===== config.mk =====
export PLATFORM = sky130hd
export DESIGN_NAME = compress_sched
export DESIGN_NICKNAME = d
export VERILOG_FILES = /design/src/rtl/compress_sched.sv
export SDC_FILE = /design/constraint.sdc
export NUM_CORES = 1
export LEC_CHECK = 0
export BUFFER_PORTS_ARGS = -buffer_cell sky130_fd_sc_hd__buf_4
export CAP_MARGIN = 20
export CORE_MARGIN = 4
export CORE_UTILIZATION = 51
export DETAILED_ROUTE_END_ITERATION = 10
export GPL_ROUTABILITY_DRIVEN = 0
export PLACE_DENSITY = 0.93
export SLEW_MARGIN = 25
export SYNTH_ARGS = -nofsm -noshare
export SYNTH_HDL_FRONTEND = slang
export SYNTH_SLANG_ARGS = --single-unit

===== constraint.sdc =====
create_clock -name SYS_CLK -period 3.8 [get_ports SYS_CLK]
set_clock_uncertainty 0.15 [all_clocks]
set_input_delay 0.57 -clock SYS_CLK [delete_from_list [all_inputs] [get_ports SYS_CLK]]
set_output_delay 0.57 -clock SYS_CLK [all_outputs]
set_load 0.01 [all_outputs]

===== src/rtl/compress_sched.sv =====
// compress_sched: classifies each slice of a frame by its large-counter count and dispatches it
// to the tower-encoding or sketch-sensing engine. Define COMPRESS_TIMEOUT_EN for the wait watchdog.

module compress_sched #(
  parameter int          NUM_COUNTER = 10,
  parameter int          NUM_SLICE   = 3,
  parameter logic [31:0] THRESHOLD   = 32'd30,
  parameter int          SENSE_COL   = 3
`ifdef COMPRESS_TIMEOUT_EN
  , parameter int        TIMEOUT_CYC = 64
`endif
) (
  input  logic                         SYS_CLK,
  input  logic                         RESET,
  input  logic                         Frame_start,
  input  logic                         Counter_valid,
  input  logic [31:0]                  Counter,
  output logic                         Counter_ready,
  output logic                         Te_start,
  output logic [$clog2(NUM_SLICE)-1:0] Te_slice,
  input  logic                         Te_done,
  output logic                         Ss_start,
  output logic [$clog2(NUM_SLICE)-1:0] Ss_slice,
  input  logic                         Ss_done,
  output logic [NUM_SLICE-1:0]         Route_map,
  output logic                         Busy,
  output logic                         Frame_done,
  output logic                         Err_timeout
);

  localparam int SW = $clog2(NUM_SLICE);
  localparam int CW = (NUM_COUNTER > 1) ? $clog2(NUM_COUNTER) : 1;
  localparam int LW = $clog2(NUM_COUNTER + 1);

  typedef enum logic [2:0] {
    S_IDLE, S_INGEST, S_DECIDE, S_ISSUE, S_WAIT, S_DONE
  } state_e;

  state_e               state_q, state_d;
  logic [SW-1:0]        slice_q, slice_d;
  logic [CW-1:0]        cnt_q, cnt_d;
  logic [LW-1:0]        large_q, large_d;
  logic                 route_q, route_d;
  logic [NUM_SLICE-1:0] route_map_q, route_map_d;
  logic                 te_start_q, te_start_d, ss_start_q, ss_start_d;
  logic [SW-1:0]        te_slice_q, te_slice_d, ss_slice_q, ss_slice_d;
  logic                 ready_q, ready_d, busy_q, busy_d, frame_done_q, frame_done_d;
  logic                 accept, is_large, done_sel;
`ifdef COMPRESS_TIMEOUT_EN
  localparam int WW = $clog2(TIMEOUT_CYC + 1);
  logic [WW-1:0] wait_q, wait_d;
  logic          err_q, err_d;
`endif

  assign accept   = Counter_valid & ready_q;
  assign is_large = (Counter >= THRESHOLD);
  assign done_sel = route_q ? Ss_done : Te_done;

  // NOTE: every variable gets its hold value first, so no path through the case infers a latch.
  always_comb begin
    state_d     = state_q;
    slice_d     = slice_q;
    cnt_d       = cnt_q;
    large_d     = large_q;
    route_d     = route_q;
    route_map_d = route_map_q;
`ifdef COMPRESS_TIMEOUT_EN
    wait_d      = wait_q;
    err_d       = err_q;
`endif
    case (state_q)
      S_IDLE: if (Frame_start) begin
        slice_d     = '0;
        cnt_d       = '0;
        large_d     = '0;
        route_map_d = '0;
`ifdef COMPRESS_TIMEOUT_EN
        err_d       = 1'b0;
`endif
        state_d     = S_INGEST;
      end
      S_INGEST: if (accept) begin
        if (is_large) large_d = large_q + LW'(1);
        if (cnt_q == CW'(NUM_COUNTER - 1)) state_d = S_DECIDE;
        else                               cnt_d   = cnt_q + CW'(1);
      end
      S_DECIDE: begin
        route_d              = (32'(large_q) <= 32'(SENSE_COL));
        route_map_d[slice_q] = route_d;
        state_d              = S_ISSUE;
      end
      S_ISSUE: begin
`ifdef COMPRESS_TIMEOUT_EN
        wait_d  = '0;
`endif
        state_d = S_WAIT;
      end
      S_WAIT: begin
        if (done_sel) begin
          if (slice_q == SW'(NUM_SLICE - 1)) begin
            state_d = S_DONE;
          end else begin
            slice_d = slice_q + SW'(1);
            cnt_d   = '0;
            large_d = '0;
            state_d = S_INGEST;
          end
        end
`ifdef COMPRESS_TIMEOUT_EN
        else if (wait_q == WW'(TIMEOUT_CYC - 1)) begin
          err_d   = 1'b1;
          state_d = S_IDLE;
        end else begin
          wait_d = wait_q + WW'(1);
        end
`endif
      end
      S_DONE:  state_d = S_IDLE;
      default: state_d = S_IDLE;
    endcase

    // Outputs are registered, so they are derived from the state being entered.
    ready_d      = (state_d == S_INGEST);
    busy_d       = (state_d != S_IDLE);
    frame_done_d = (state_d == S_DONE);
    ss_start_d   = (state_d == S_ISSUE) &&  route_d;
    te_start_d   = (state_d == S_ISSUE) && !route_d;
    ss_slice_d   = ss_start_d ? slice_q : '0;
    te_slice_d   = te_start_d ? slice_q : '0;
  end

  // NOTE: sequential state uses non-blocking assignments so all flops update from pre-edge values.
  always_ff @(posedge SYS_CLK or posedge RESET) begin
    if (RESET) begin
      state_q      <= S_IDLE;
      slice_q      <= '0;
      cnt_q        <= '0;
      large_q      <= '0;
      route_q      <= 1'b0;
      route_map_q  <= '0;
      te_start_q   <= 1'b0;
      ss_start_q   <= 1'b0;
      te_slice_q   <= '0;
      ss_slice_q   <= '0;
      ready_q      <= 1'b0;
      busy_q       <= 1'b0;
      frame_done_q <= 1'b0;
`ifdef COMPRESS_TIMEOUT_EN
      wait_q       <= '0;
      err_q        <= 1'b0;
`endif
    end else begin
      state_q      <= state_d;
      slice_q      <= slice_d;
      cnt_q        <= cnt_d;
      large_q      <= large_d;
      route_q      <= route_d;
      route_map_q  <= route_map_d;
      te_start_q   <= te_start_d;
      ss_start_q   <= ss_start_d;
      te_slice_q   <= te_slice_d;
      ss_slice_q   <= ss_slice_d;
      ready_q      <= ready_d;
      busy_q       <= busy_d;
      frame_done_q <= frame_done_d;
`ifdef COMPRESS_TIMEOUT_EN
      wait_q       <= wait_d;
      err_q        <= err_d;
`endif
    end
  end

  assign Counter_ready = ready_q;
  assign Te_start      = te_start_q;
  assign Te_slice      = te_slice_q;
  assign Ss_start      = ss_start_q;
  assign Ss_slice      = ss_slice_q;
  assign Route_map     = route_map_q;
  assign Busy          = busy_q;
  assign Frame_done    = frame_done_q;
`ifdef COMPRESS_TIMEOUT_EN
  assign Err_timeout   = err_q;
`else
  assign Err_timeout   = 1'b0;
`endif

endmodule


==> insert_results.sql <==
INSERT INTO impl_metrics (metric_group, metric, value, unit) VALUES
('place', 'place_inst', '204', ''),
('floorplanning', 'core_area', '2480', 'um^2'),
('layout', 'final_layout_size_suffix_gt1_share', '33.7', '%'),
('synthesis', 'syn_avg_cell_area', '10.2', 'um^2'),
('timing', 'max_freq', '493', 'MHz'),
('timing', 'setup_tns', '0', 'ns'),
('floorplanning', 'die_area', '3490', 'um^2'),
('pwr', 'cellInternalPower', '586', 'uW'),
('synthesis', 'synth_seq_area_share', '49.0', '%'),
('setup_path', 'worst-r2r-setup-slack', '1.77', 'ns'),
('setup_path', 'crit_path_end_kind', 'flip-flop', ''),
('clock_tree', 'clock_insertion_delay_worst_skew', '0.33', 'ns'),
('status', 'outcome', 'complete, no violations', ''),
('drt', 'first_pass_iters', '4', ''),
('synthesis', 'synthesis.instances', '130', ''),
('synthesis', 'syn_area', '1330', 'um^2'),
('floorplanning', 'i_o_pin_cnt', '51', ''),
('timing', 'drv_slew', '0', ''),
('clock_tree', 'cts.htree.levels', '1', ''),
('synthesis', 'synthFlopType', 'dfrtp_1', ''),
('synthesis', 'synth_top_cells_by_area', 'dfrtp_1 49%, ha_1 5.6%, nor4_1 3.8%, o21ai_0 3.4%, nand2_1 3.1%', ''),
('layout', 'filler_cell_count', '193', ''),
('pwr', 'p_per_area', '506', 'nW/um^2'),
('place', 'port-buffer-count', '48', ''),
('drt', 'ant_nets', '0', ''),
('min_path', 'worst_hold_path_type', 'in -> async', ''),
('setup_path', 'reg2reg_to', 'large_q[0]$_DFFE_PP0P_', ''),
('layout', 'stdcell_count', '208', ''),
('clock_tree', 'clock_pin_slew_on_the_worst_setup_and_hold_paths', '0.15', 'ns'),
('place', 'placed_cell_area', '1710', 'um^2'),
('synthesis', 'distinct_cells_synth', '40', ''),
('pwr', 'switching_share', '34.1', '%'),
('clock_tree', 'cts_resized', '0', ''),
('layout', 'stdcell_area', '1760', 'um^2'),
('drt', 'routed_wirelength', '2930', 'um'),
('setup_path', 'reg2reg_from', 'slice_q[0]$_DFFE_PP0P_', ''),
('timing', 'unrepaired_setup_endpoints_after_global_routing', 'no', ''),
('clock_tree', 'cts_setup_buffers', '0', ''),
('synthesis', 'synth.most_common_cell', 'dfrtp_1', ''),
('timing', 'tightest_slew', '0.497', 'ns'),
('drt', 'detailroute.via_count', '1183', ''),
('setup_path', 'worst_ep_arrival_time', '2.15', 'ns'),
('floorplanning', 'y_dimension_of_the_die', '59.0', 'um'),
('clock_tree', 'library_cell_used_as_clock_root_buffer', 'clkbuf_4', ''),
('drt', 'detail_route.drc_violations', '0', ''),
('setup_path', 'critPathKind', 'reg -> reg', ''),
('global_route', 'antenna_found_initial', '0', ''),
('clock_tree', 'cts_hold_buffers', '0', ''),
('setup_path', 'start_kind', 'flip-flop', ''),
('setup_path', 'worstSetupEndpoint', 'large_q[0]$_DFFE_PP0P_', ''),
('synthesis', 'yosysWarnings', '0', ''),
('layout', 'seq_cell_area', '651', 'um^2'),
('drt', 'routed_via_density', '5.69', ''),
('global_route', 'grt.overflow.total', '0', ''),
('pwr', 'share_of_power_burned_in_the_clock_network', '21.7', '%'),
('timing', 'period_share', '53.3', '%'),
('synthesis', 'synth-async-reset-ratio', '100', '%'),
('floorplanning', 'die_x', '59.0', 'um'),
('pwr', 'cellLeakagePower', '0.842', 'nW'),
('layout', 'multi_input_area', '636', 'um^2'),
('pwr', 'highest_ir_drop_seen_on_vdd', '393', 'uV'),
('timing', 'fin_crit', '2.03', 'ns'),
('clock_tree', 'tritoncts_clock_tree', 'built', ''),
('pwr', 'totalPowerFinal', '890', 'uW'),
('setup_path', 'timing.reg2reg.worst_path_depth', '6', ''),
('floorplanning', 'floorplan.initialDensity', '53.6', '%'),
('global_route', 'track_usage', '18.7', '%'),
('layout', 'antennaDiodeCount', '0', ''),
('timing', 'finalHoldViolCount', '0', ''),
('drt', 'post_drt_wl_per_cell', '14.1', 'um'),
('setup_path', 'critical_path_peak_fanout', '7', '');
-- per-stage QoR --
step | setup slack (ns) | hold slack [ns]
after floorplan | 1.92 | 0.316
final | 1.77 | 0.110
after CTS | 1.74 | 0.334
after global routing | 1.59 | 0.148
after global placement | 1.71 | 0.333
after detailed placement | 1.65 | 0.347
-- cell families (layout without fill, tap and decap cells) --
family / Yosys count / after routing / synth area share, %
simple gates: 50 / 50 / 22.1
xor+xnor: 1 / 1 / 0.659
compound gates: 33 / 33 / 16.9
other cells: 1 / 1 / 0.282
mux: 3 / 3 / 2.26
flops: 26 / 26 / 49.0
fa+ha+maj: 6 / 6 / 5.65
buf+inv: 10 / 58 / 3.20
-- worst max-delay path, stage by stage (launching register included) --
cell and delay (ns):
dfrtp_1 0.41, inv_1 0.10, ha_1 0.27, a21oi_1 0.37, o21ai_2 0.18, or3_1 0.34
o21ai_1 0.14
-- layout by cell type, fill, tap and decap left out, types with 2 or more instances in the layout --
master and count:
buf_4 48, dfrtp_1 26, nand2_1 11, o21ai_0 9
nor4_1 8, nor2_1 6, ha_1 6, inv_1 5
nor3_1 5, nand3_1 5, nand2b_1 4, a21oi_1 4
mux2i_1 3, o21a_1 3, a22o_1 3, o211ai_1 3
clkbuf_4 3, nand4_1 2, or3_1 2
-- flip-flops by register name (all words and copies together) (netlist names), 2 cells and up --
register / count
cnt_q: 4
Te_slice: 2
large_q: 4
Ss_slice: 2
Route_map: 3
slice_q: 2
state_q: 3
-- layer usage --
| metal | wire [um] | share of wire (%) | track usage, % |
|---|---|---|---|
| met1 | 1120 | 38 | 22.3 |
| met2 | 1530 | 52 | 34.1 |
| met3 | 237 | 8.1 | 3.05 |
| met4 | 35 | 1.2 | 5.83 |
| met5 | 0 | 0 | 0 |
-- power groups by stage --
stage	registers [mW]	clock network, mW	logic, mW
after floorplan	0.391	0	0.213
after global placement	0.396	0	0.282
after detailed placement	0.400	0	0.303
after CTS	0.395	0.191	0.305
after global routing	0.408	0.206	0.340
final	0.396	0.193	0.301
-- layout make-up --
class                           count  share of cell area (%)
Clock buffer                        3                    1.28
Clock inverter                      1                    1.71
Inverter                            6                    1.28
Multi-Input combinational cell     94                    36.1
Sequential cell                    26                    37.0
Tap cell                           30                    2.13
Timing Repair Buffer               48                    20.5
-- worst min-delay path by stage --
stage,cells past startpoint,endpoint
floorplan,1,large_q[0]$_DFFE_PP0P_
global placement,1,Route_map[2]$_DFFE_PP0P_
detailed placement,1,route_q$_DFF_PP0_
CTS,2,Route_map[1]$_DFFE_PP0P_
global route,2,Route_map[1]$_DFFE_PP0P_
finish,2,slice_q[0]$_DFFE_PP0P_
No activity file was read; power rests on OpenSTA's default activity.
